$ cat src/rtl/mesh_node_interface.sv
// Mesh NoC resource-side interface: TX packetiser/injector and RX ejector.
// Optional statistics counters are built when NI_STATS_EN is defined.
module mesh_node_interface #(
  parameter int ROW_N        = 3,
  parameter int COL_M        = 3,
  parameter int ROW_CORD     = 0,
  parameter int COL_CORD     = 0,
  parameter int PCKT_DATA_W  = 8,
  parameter int FIFO_DEPTH_W = 3,
  localparam int RW = $clog2(ROW_N),
  localparam int CW = $clog2(COL_M),
  localparam int PW = PCKT_DATA_W + RW + CW
) (
  input  logic                   clk_i,
  input  logic                   rst_i,
  input  logic                   tx_valid_i,
  output logic                   tx_ready_o,
  input  logic [RW-1:0]          tx_row_i,
  input  logic [CW-1:0]          tx_col_i,
  input  logic [PCKT_DATA_W-1:0] tx_data_i,
  output logic [PW-1:0]          rsc_pckt_o,
  output logic                   rsc_wren_o,
  input  logic                   noc_full_i,
  input  logic                   noc_ovrflw_i,
  input  logic [PW-1:0]          noc_pckt_i,
  input  logic                   noc_wren_i,
  output logic                   rsc_full_o,
  output logic                   rsc_ovrflw_o,
  output logic                   rx_valid_o,
  input  logic                   rx_ready_i,
  output logic [PCKT_DATA_W-1:0] rx_data_o,
  output logic                   err_o,
  input  logic                   err_clr_i,
  output logic                   misroute_o,
  output logic [15:0]            tx_cnt_o,
  output logic [15:0]            rx_cnt_o,
  output logic [15:0]            drop_cnt_o
);

  localparam int FW    = FIFO_DEPTH_W;
  localparam int DEPTH = 1 << FW;
  localparam logic [FW:0]   FULL_C = (FW+1)'(DEPTH);
  localparam logic [RW-1:0] MY_ROW = RW'(ROW_CORD);
  localparam logic [CW-1:0] MY_COL = CW'(COL_CORD);

  typedef enum logic [1:0] {IDLE, SEND, ERR} tx_state_t;

  tx_state_t state, state_nxt;

  logic [PW-1:0] tx_mem [DEPTH];
  logic [FW-1:0] tx_wp, tx_rp;
  logic [FW:0]   tx_cnt, tx_cnt_nxt;
  logic          tx_push;

  assign tx_ready_o = (tx_cnt != FULL_C);
  assign tx_push    = tx_valid_i & tx_ready_o;
  assign rsc_pckt_o = tx_mem[tx_rp];
  assign rsc_wren_o = (state == SEND) & (tx_cnt != '0)
                    & !noc_full_i & !rst_i;
  assign tx_cnt_nxt = tx_cnt + (FW+1)'(tx_push) - (FW+1)'(rsc_wren_o);
  assign err_o      = (state == ERR);

  always_ff @(posedge clk_i) begin
    if (rst_i) begin
      tx_wp  <= '0;
      tx_rp  <= '0;
      tx_cnt <= '0;
      for (int i = 0; i < DEPTH; i++) tx_mem[i] <= '0;
    end else begin
      if (tx_push) begin
        tx_mem[tx_wp] <= {tx_row_i, tx_col_i, tx_data_i};
        tx_wp         <= tx_wp + 1'b1;
      end
      if (rsc_wren_o) tx_rp <= tx_rp + 1'b1;
      tx_cnt <= tx_cnt_nxt;
    end
  end

  always_ff @(posedge clk_i) begin
    if (rst_i) state <= IDLE;
    else       state <= state_nxt;
  end

  // State follows the post-update occupancy so injection can start next cycle
  always_comb begin
    state_nxt = state;
    unique case (state)
      IDLE:    if (tx_cnt_nxt != '0) state_nxt = SEND;
      SEND:    if (tx_cnt_nxt == '0) state_nxt = IDLE;
      ERR:     if (err_clr_i)        state_nxt = IDLE;
      default: state_nxt = IDLE;
    endcase
    if (noc_ovrflw_i) state_nxt = ERR;
  end

  logic [PCKT_DATA_W-1:0] rx_mem [DEPTH];
  logic [FW-1:0] rx_wp, rx_rp;
  logic [FW:0]   rx_cnt;
  logic          rx_match, rx_hit, rx_pop, rx_push, rx_drop, rx_mis;

  assign rx_match = (noc_pckt_i[PW-1 -: RW] == MY_ROW)
                  & (noc_pckt_i[PCKT_DATA_W +: CW] == MY_COL);
  assign rx_hit     = noc_wren_i & rx_match;
  assign rx_mis     = noc_wren_i & !rx_match;
  assign rx_valid_o = (rx_cnt != '0);
  assign rx_pop     = rx_valid_o & rx_ready_i;
  assign rsc_full_o = (rx_cnt == FULL_C);
  assign rx_push    = rx_hit & (!rsc_full_o | rx_pop);
  assign rx_drop    = rx_hit & rsc_full_o & !rx_pop;
  assign rx_data_o  = rx_mem[rx_rp];

  always_ff @(posedge clk_i) begin
    if (rst_i) begin
      rx_wp        <= '0;
      rx_rp        <= '0;
      rx_cnt       <= '0;
      misroute_o   <= 1'b0;
      rsc_ovrflw_o <= 1'b0;
      for (int i = 0; i < DEPTH; i++) rx_mem[i] <= '0;
    end else begin
      if (rx_push) begin
        rx_mem[rx_wp] <= noc_pckt_i[PCKT_DATA_W-1:0];
        rx_wp         <= rx_wp + 1'b1;
      end
      if (rx_pop) rx_rp <= rx_rp + 1'b1;
      rx_cnt       <= rx_cnt + (FW+1)'(rx_push) - (FW+1)'(rx_pop);
      misroute_o   <= rx_mis;
      rsc_ovrflw_o <= rx_drop;
    end
  end

`ifdef NI_STATS_EN
  logic [15:0] tx_c, rx_c, drop_c;

  always_ff @(posedge clk_i) begin
    if (rst_i) begin
      tx_c   <= '0;
      rx_c   <= '0;
      drop_c <= '0;
    end else begin
      if (rsc_wren_o && tx_c != 16'hFFFF) tx_c <= tx_c + 1'b1;
      if (rx_push && rx_c != 16'hFFFF)    rx_c <= rx_c + 1'b1;
      if ((rx_mis | rx_drop) && drop_c != 16'hFFFF)
        drop_c <= drop_c + 1'b1;
    end
  end

  assign tx_cnt_o   = tx_c;
  assign rx_cnt_o   = rx_c;
  assign drop_cnt_o = drop_c;
`else
  assign tx_cnt_o   = '0;
  assign rx_cnt_o   = '0;
  assign drop_cnt_o = '0;
`endif

endmodule

$ cat config.mk
export PLATFORM = sky130hd
export DESIGN_NAME = mesh_node_interface
export DESIGN_NICKNAME = d
export VERILOG_FILES = /design/src/rtl/mesh_node_interface.sv
export SDC_FILE = /design/constraint.sdc
export NUM_CORES = 1
export LEC_CHECK = 0
export CORE_MARGIN = 4
export CORE_UTILIZATION = 24
export DETAILED_ROUTE_END_ITERATION = 12
export SLEW_MARGIN = 20
export SYNTH_ARGS = -nofsm -noshare
export SYNTH_HDL_FRONTEND = slang
export SYNTH_SLANG_ARGS = --single-unit
$ cat constraint.sdc
create_clock -name clk_i -period 3.2 [get_ports clk_i]
set_input_delay 0.32 -clock clk_i [delete_from_list [all_inputs] [get_ports clk_i]]
set_output_delay 0.32 -clock clk_i [all_outputs]
set_load 0.01 [all_outputs]
==> key figures, run 1 <==
Pwr
  • Power Density: 605.6 nW/um2
  • Peak VDD IR: 355.6 uV
  • Overall power: 6.413 mW
  • P_leak: 3.645 nW

Worst setup path
  • Worst Setup End Kind: output port
  • Crit-path max cell delay: 0.55 ns
  • Critical path fanouts, max: 16
  • Arrival @ worst endpoint: 2.45 ns
  • Critical path class: reg2out
  • Delay-heaviest family, CP: multiplexers
  • Cells along the critical path: buf_4, mux4_2, mux2_2, clkdlybuf4s50_1
  • Req. time, crit path: 2.88 ns
  • CP max stage cell: mux4_2
  • Element type at the critical path start: flop
  • Worst Path Buf+Inv: 2

STA
  • Final Hold Viols: 0
  • Part of the cycle the worst path needs: 86.71%
  • Fin. max-slew vios: 0
  • Worst rel slew slack: 35.11%
  • Period minus WS final: 2.775 ns
  • Worst-Margin Slew: 0.9714 ns
  • TNS Setup: 0 ns
  • # setup viols final: 0
  • RSZ-0062 raised after global routing: no
  • Worst-case clock skew: 0.008335 ns
  • Max Freq: 0.3604 GHz

Placement
  • Dpl cell area: 9977 um2
  • Buffers on Ports: 58
  • Final Wtd Congestion: 0.7374
  • Final HPWL DP: 13290 um

Yosys
  • Compound-Gate Fraction of Synth Area: 4.359%
  • Syn Area/Cell: 13.12 um2
  • Ys flop type: edfxtp_1
  • Post-Synth Simple-Gate Area: 12.59%
  • Post-synthesis mux area share: 13.45%
  • Synth cell types: 46
  • Mapped Cells: 687
  • Post-Synth Adder-Cell Area: 2.388%
  • XOR/XNOR Fraction of Synth Area: 0.2915%
  • Largest family of logic cells by synthesized area: multiplexers
  • Synth async-reset ratio: 0%
  • Seq cells post-synth: 190
  • Yosys synthesis warning count: 0
  • Register area share after synthesis: 59.97%
  • Synth Cell Area: 9014 um2
  • EDFF count, synth: 160

Global route
  • Initial antenna violation count: 0
  • Largest net degree at the start of global routing: 51
  • Congestion Overflow GR: 0
  • Vias in the first global route: 5454
  • Gr usage total: 10.10%
  • First-pass GRT wire length: 31640 um

Run
  • Max-cap violations: 0

Route
  • DR DRC count: 0
  • WL/cell: 16.61 um
  • Drt first pass iters: 5
  • Final wirelength: 20400 um
  • Routed Antenna Nets: 0
  • Vias post-DR: 5339
  • Vias per cell: 4.348
  • DRT iter0 DRCs: 491

Floorplan
  • Die width: 201.8 um
  • Core footprint: 36790 um2
  • I/O pin count: 107
  • Die H: 201.8 um
  • Rows: 70
  • Starting Density: 24.50%
  • Die Area: 40720 um2

Status
  • Status: completed

Clock network
  • Skew-Pair Late Insertion Delay: 0.45 ns
  • # clock sinks: 190
  • TritonCTS clock tree: done
  • Postcts setup bufs: 0
  • TritonCTS Buffers: 17
  • H-Tree Level Count: 4
  • CTS root buffer: clkbuf_16
  • Cts hold-fix bufs: 0
  • Clk slew on worst S/H paths: 0.07 ns
  • CTS resizes: 0
  • CTS Buffer Depth: 2

Final layout
  • Final Cell Area: 10590 um2
  • FILL cells: 3750
  • Layout cell share with drive strength beyond 1: 18.55%
  • Layout area overhead: 17.48%
  • Antenna Cells: 0
  • # nets final: 795

Min path
  • HP Class: in2reg
[path summary, 6_finish.rpt]
check                                from           end  slack [ns]  cells past startpoint
worst max register to register  rx_cnt[2]     rx_cnt[3]        0.61                      9
worst min-delay path                rst_i      tx_rp[0]        0.44                      4
worst max-delay path                 flop  rx_data_o[3]        0.43                      4
worst min register to register   tx_rp[2]      tx_rp[2]        0.47                      1
[cell families (layout without fill, tap and decap cells)]
kind of cell / Yosys count / after routing
compound gates: 46 / 46
fa+ha+maj: 16 / 16
other cells: 1 / 48
buf+inv: 104 / 130
mux: 68 / 68
flops: 190 / 190
xor+xnor: 3 / 3
simple gates: 259 / 259
[report_power, final]
part | internal, mW | switching, mW | total [mW]
combinational | 0.600 | 0.675 | 1.27
clock | 1.13 | 1.07 | 2.20
sequential | 2.86 | 0.0785 | 2.94
total | 4.59 | 1.83 | 6.41
[tightest hold or removal path, stage by stage]
cell,delay [ns]
buf_2,0.15
or4b_1,0.17
or3_1,0.13
a21oi_1,0.06
[per-layer routing]
metal	part of all wire, %	up-vias	global-route usage [%]
met5	0	-	0
met4	1.8	0	3.687
met3	5.1	19	2.358
met2	50	170	16.97
met1	43	2668	12.74
li1	-	2482	-
[placed cells by master (no fill, tap or decap), types with 2 or more instances in the layout]
master             n
a21o_1             2
a21oi_1           12
a31o_2             8
and2_1             2
buf_4             22
clkbuf_16         17
clkdlybuf4s50_1   57
clkinv_4           2
clkinv_8           3
conb_1            48
dfxtp_1           30
edfxtp_1         160
fa_1               2
ha_1              14
inv_1             16
inv_6              3
inv_8              5
mux2_2            25
mux2i_1            3
mux4_2            40
nand2_1           43
nand2b_1           3
nand3_1            6
nand4b_2           2
nor2_1           172
nor2b_1           12
nor3b_1            4
nor4b_1            2
o2111ai_4          4
o21ai_0            7
o21bai_1           8
or3_1              5
xor2_1             2
[cells in the mapped netlist (all sizes together), types with 2 or more instances]
cell / instances / share of area, %
nand2b: 3 / 0.21
nand3: 6 / 0.33
buf: 73 / 5.6
a31o: 8 / 0.78
nor4b: 2 / 0.19
dfxtp: 30 / 6.7
edfxtp: 160 / 53
mux4: 40 / 10
mux2i: 3 / 0.33
fa: 2 / 0.44
a21oi: 12 / 0.67
nor3b: 4 / 0.33
clkbuf: 14 / 0.58
xor2: 2 / 0.19
or3: 5 / 0.35
ha: 14 / 1.9
a21o: 2 / 0.17
nand2: 43 / 1.8
o21bai: 8 / 0.67
o21ai: 7 / 0.39
o2111ai: 5 / 1.3
mux2: 25 / 3.1
nor2: 172 / 7.2
nand4b: 2 / 0.33
or3b: 2 / 0.19
nor2b: 12 / 0.83
inv: 16 / 0.67
and2: 3 / 0.22
[flip-flops by register name (all words and copies together), names as in the netlist, named ones only]
name and flops:
state 2, rx_cnt 4, tx_cnt 4, misroute_o 1
rx_mem 64, tx_rp 3, rx_wp 3, tx_mem 96
rx_rp 3, tx_wp 3, rsc_ovrflw_o 1
[layout make-up]
type                       instances  area (um2)  share of cell area [%]
clock inverter                    15       186.4                   1.761
multi-input combinational        440        3162                   29.86
sequential                       190        5405                   51.05
clock buffer                      17       425.4                   4.017
tap                              468       585.6                   5.530
inverter                          17       63.81                  0.6026
timing repair buffer              81       760.7                   7.184
[metrics by stage]
step | util, % | std cells | setup WS, ns | hold slack, ns
floorplan | - | 734 | 0.6585 | 0.4340
global placement | 27.12 | 1196 | 0.2958 | 0.4457
detailed placement | 27.12 | 1196 | 0.2814 | 0.4689
CTS | 28.79 | 1228 | 0.3607 | 0.4590
global route | 28.79 | 1228 | 0.2868 | 0.4913
finish | 28.79 | 1228 | 0.4253 | 0.4354
(Power assumes the default switching activity.)
==> run 2, diff against run 1 <==
Settings changed: ABC_AREA set to 1.
==> key figures, run 2 <==
Status
  • Status: completed

Clock network
  • Postcts setup bufs: 0 (unchanged)
  • TritonCTS Buffers: 17 (unchanged)
  • TritonCTS clock tree: done
  • CTS resizes: 0 (unchanged)
  • H-Tree Level Count: 4 (unchanged)
  • # clock sinks: 190 (unchanged)
  • Skew-Pair Late Insertion Delay: 0.45 ns (about the same)
  • Cts hold-fix bufs: 0 (unchanged)
  • CTS root buffer: clkbuf_16
  • Clk slew on worst S/H paths: 0.07 ns (about the same)
  • CTS Buffer Depth: 2 (unchanged)

Worst setup path
  • Arrival @ worst endpoint: 2.48 ns (+0.03 ns)
  • Element type at the critical path start: flop
  • Cells along the critical path: inv_1, o21ai_0, o22ai_1, nand2_1, nand2_1, clkdlybuf4s50_1
  • Crit-path max cell delay: 0.54 ns (about the same)
  • Most used cell, CP: nand2_1
  • Critical path fanouts, max: 17 (+1)
  • Critical path class: reg2out
  • Worst R2R Start: tx_cnt[2]
  • CP max stage cell: clkdlybuf4s50_1
  • Worst Setup End Kind: output port
  • Req. time, crit path: 2.88 ns (about the same)
  • Delay-heaviest family, CP: buffers and inverters
  • Worst Path Buf+Inv: 2 (unchanged)

Global route
  • First-pass GRT wire length: 34390 um (+8.7%)
  • Congestion Overflow GR: 0 (unchanged)
  • Largest net degree at the start of global routing: 49 (-3.9%)
  • Initial antenna violation count: 0 (unchanged)
  • Vias in the first global route: 6238 (+14%)
  • Gr usage total: 10.65% (+0.55 points)

Route
  • Drt first pass iters: 5 (unchanged)
  • Vias per cell: 4.326 (-0.50%)
  • Met1 WL: 10140 um (+15%)
  • Routed Antenna Nets: 0 (unchanged)
  • WL/cell: 14.68 um (-12%)
  • Max layer used: met4
  • WL met3: 1220 um (+16%)
  • DR DRC count: 0 (unchanged)
  • Met2 wire len: 10050 um (-1.2%)
  • Vias post-DR: 6433 (+20%)
  • Final wirelength: 21830 um (+7.1%)
  • DRT iter0 DRCs: 531 (+8.1%)

STA
  • Worst rel slew slack: 53.78% (+19 points)
  • RSZ-0062 raised after global routing: no
  • Fin. max-slew vios: 0 (unchanged)
  • Worst-case clock skew: 0.01046 ns (+0.002121 ns)
  • # setup viols final: 0 (unchanged)
  • Worst-Margin Slew: 0.6917 ns (-0.2797 ns)
  • Final Hold Viols: 0 (unchanged)
  • Worst hold slack: 0.4724 ns (+0.03703 ns)
  • Period minus WS final: 2.804 ns (+0.02906 ns)
  • Max Freq: 0.3567 GHz (-1.0%)
  • TNS Setup: 0 ns (unchanged)
  • Part of the cycle the worst path needs: 87.62% (+0.91 points)
  • Setup WS post-layout: 0.3962 ns (-0.02906 ns)

Placement
  • Final HPWL DP: 14490 um (+9.0%)
  • Placed Instances: 1457 (+22%)
  • Setup Slack @ Placement: 0.4418 ns (+0.1604 ns)
  • Final Wtd Congestion: 0.7748 (+5.1%)
  • Buffers on Ports: 58 (unchanged)

Yosys
  • Syn Area/Cell: 9.835 um2 (-25%)
  • Seq cells post-synth: 190 (unchanged)
  • Synth async-reset ratio: 0% (unchanged)
  • Most frequent cell after synthesis: nor2_1
  • Yosys synthesis warning count: 0 (unchanged)
  • Synth area leaders: edfxtp_1 (53%), nor2_1 (9.6%), dfxtp_1 (6.7%)
  • Ys flop type: edfxtp_1
  • Synth cell types: 32 (-30%)
  • Mapped Cells: 918 (+34%)
  • EDFF count, synth: 160 (unchanged)
  • Synth Cell Area: 9029 um2 (+0.17%)
  • Synth cell count leaders: nor2_1 (232), edfxtp_1 (160), nand2_1 (102), o21ai_0 (88), inv_1 (57)
  • Yosys top cell by area: edfxtp_1
  • Yosys top cell area share: 53.22% (-0.089 points)
  • Register area share after synthesis: 59.87% (-0.10 points)

Final layout
  • FILL cells: 3853 (+2.7%)
  • Commonest non-fill, non-tap cell in the layout: nor2_1
  • Largest regs: tx_mem: 96 flops, rx_mem: 64 flops
  • Max reg flops: 96 (unchanged)
  • Most frequent cells in the layout: nor2_1 (232), edfxtp_1 (160), nand2_1 (102)
  • Reg with most FFs: tx_mem
  • Antenna Cells: 0 (unchanged)
  • Post-route insts no fill: 1487 (+21%)
  • Layout area overhead: 17.32%
  • # nets final: 1020 (+28%)
  • Layout cell share with drive strength beyond 1: 7.325% (-11 points)

Floorplan
  • Die H: 202.0 um (about the same)
  • Rows: 70 (unchanged)
  • I/O pin count: 107 (unchanged)
  • Die width: 202.0 um (about the same)
  • Starting Density: 24.49% (about the same)
  • Die Area: 40790 um2 (+0.16%)
  • Core footprint: 36870 um2 (+0.24%)

Pwr
  • Comb power frac: 21.9% (+2.0 points)
  • Internal power: 4.637 mW (+1.1%)
  • Switching Share: 29.66% (+1.2 points)
  • Peak VDD IR: 374.5 uV (+5.3%)
  • Clock share of power: 33.2% (-1.1 points)
  • Switching power total: 1.955 mW (+7.1%)
  • P_leak: 4.180 nW (+15%)
  • Register share of total power: 44.9% (-0.9 points)
  • Power Density: 622.3 nW/um2 (+2.8%)

Min path
  • HP Class: reg2reg
  • Hold path start: rx_rp[2]

Run
  • Max-cap violations: 0 (unchanged)
-- run 2: tightest hold or removal path, stage by stage (launching register included) --
cell and delay [ns]:
dfxtp_1 0.31, inv_1 0.05, a21oi_1 0.07
-- run 2: kinds of logic (layout without fill, tap and decap cells) --
family	Yosys count	after routing	share of synthesized area, %
simple gates	412	412	19.87
other cells	1	48	0.04153
compound gates	144	144	8.564
fa+ha+maj	16	16	2.384
flops	190	190	59.87
xor+xnor	4	4	0.3881
buf+inv	151	169	8.883
-- run 2: final timing paths --
check | endpoint | slack, ns | cells past startpoint
worst min register to register | flop | 0.47 | 2
worst max register to register | state[0] | 0.78 | 16
worst min-delay path | flop | 0.47 | 2
worst max-delay path | rx_data_o[4] | 0.40 | 6
-- run 2: power groups by stage --
stage | sequential (mW) | clock [mW] | combinational (mW)
floorplan | 2.97 | 0 | 0.983
global placement | 3.01 | 0 | 1.44
detailed placement | 3.02 | 0 | 1.45
CTS | 2.96 | 2.23 | 1.46
global route | 2.98 | 2.32 | 1.61
finish | 2.96 | 2.19 | 1.45
-- run 2: layout make-up --
class	instances	area, um2	share of cell area, %
Tap cell	504	630.6	5.953
Inverter	58	217.7	2.055
Clock buffer	17	425.4	4.016
Sequential cell	190	5405	51.03
Multi-Input combinational cell	624	2998	28.30
Timing Repair Buffer	81	753.2	7.111
Clock inverter	13	162.7	1.536
-- run 2: metal layers --
layer  vias to the layer above  global-route usage, %
met5                         -                      0
met4                         0                  3.735
met3                        28                  2.054
met2                       192                  17.20
met1                      3089                  14.33
li1                       3124                      -
-- run 2: stage by stage --
| stage | power [mW] | cell area (um2) | utilization (%) |
|---|---|---|---|
| 2_1_floorplan | 3.956 | 9205 | - |
| 3_3_place_gp | 4.449 | 10000 | 27.13 |
| 3_5_place_dp | 4.467 | 10000 | 27.13 |
| 4_1_cts | 6.649 | 10590 | 28.73 |
| 5_1_grt | 6.914 | 10590 | 28.73 |
| 6_report | 6.592 | 10590 | 28.73 |
==> run 3, diff against run 2 <==
Settings changed: CAP_MARGIN set to 30.
==> results of run 3 <==
Same layout as run 2: the final DEF is identical, and so are final timing and power.
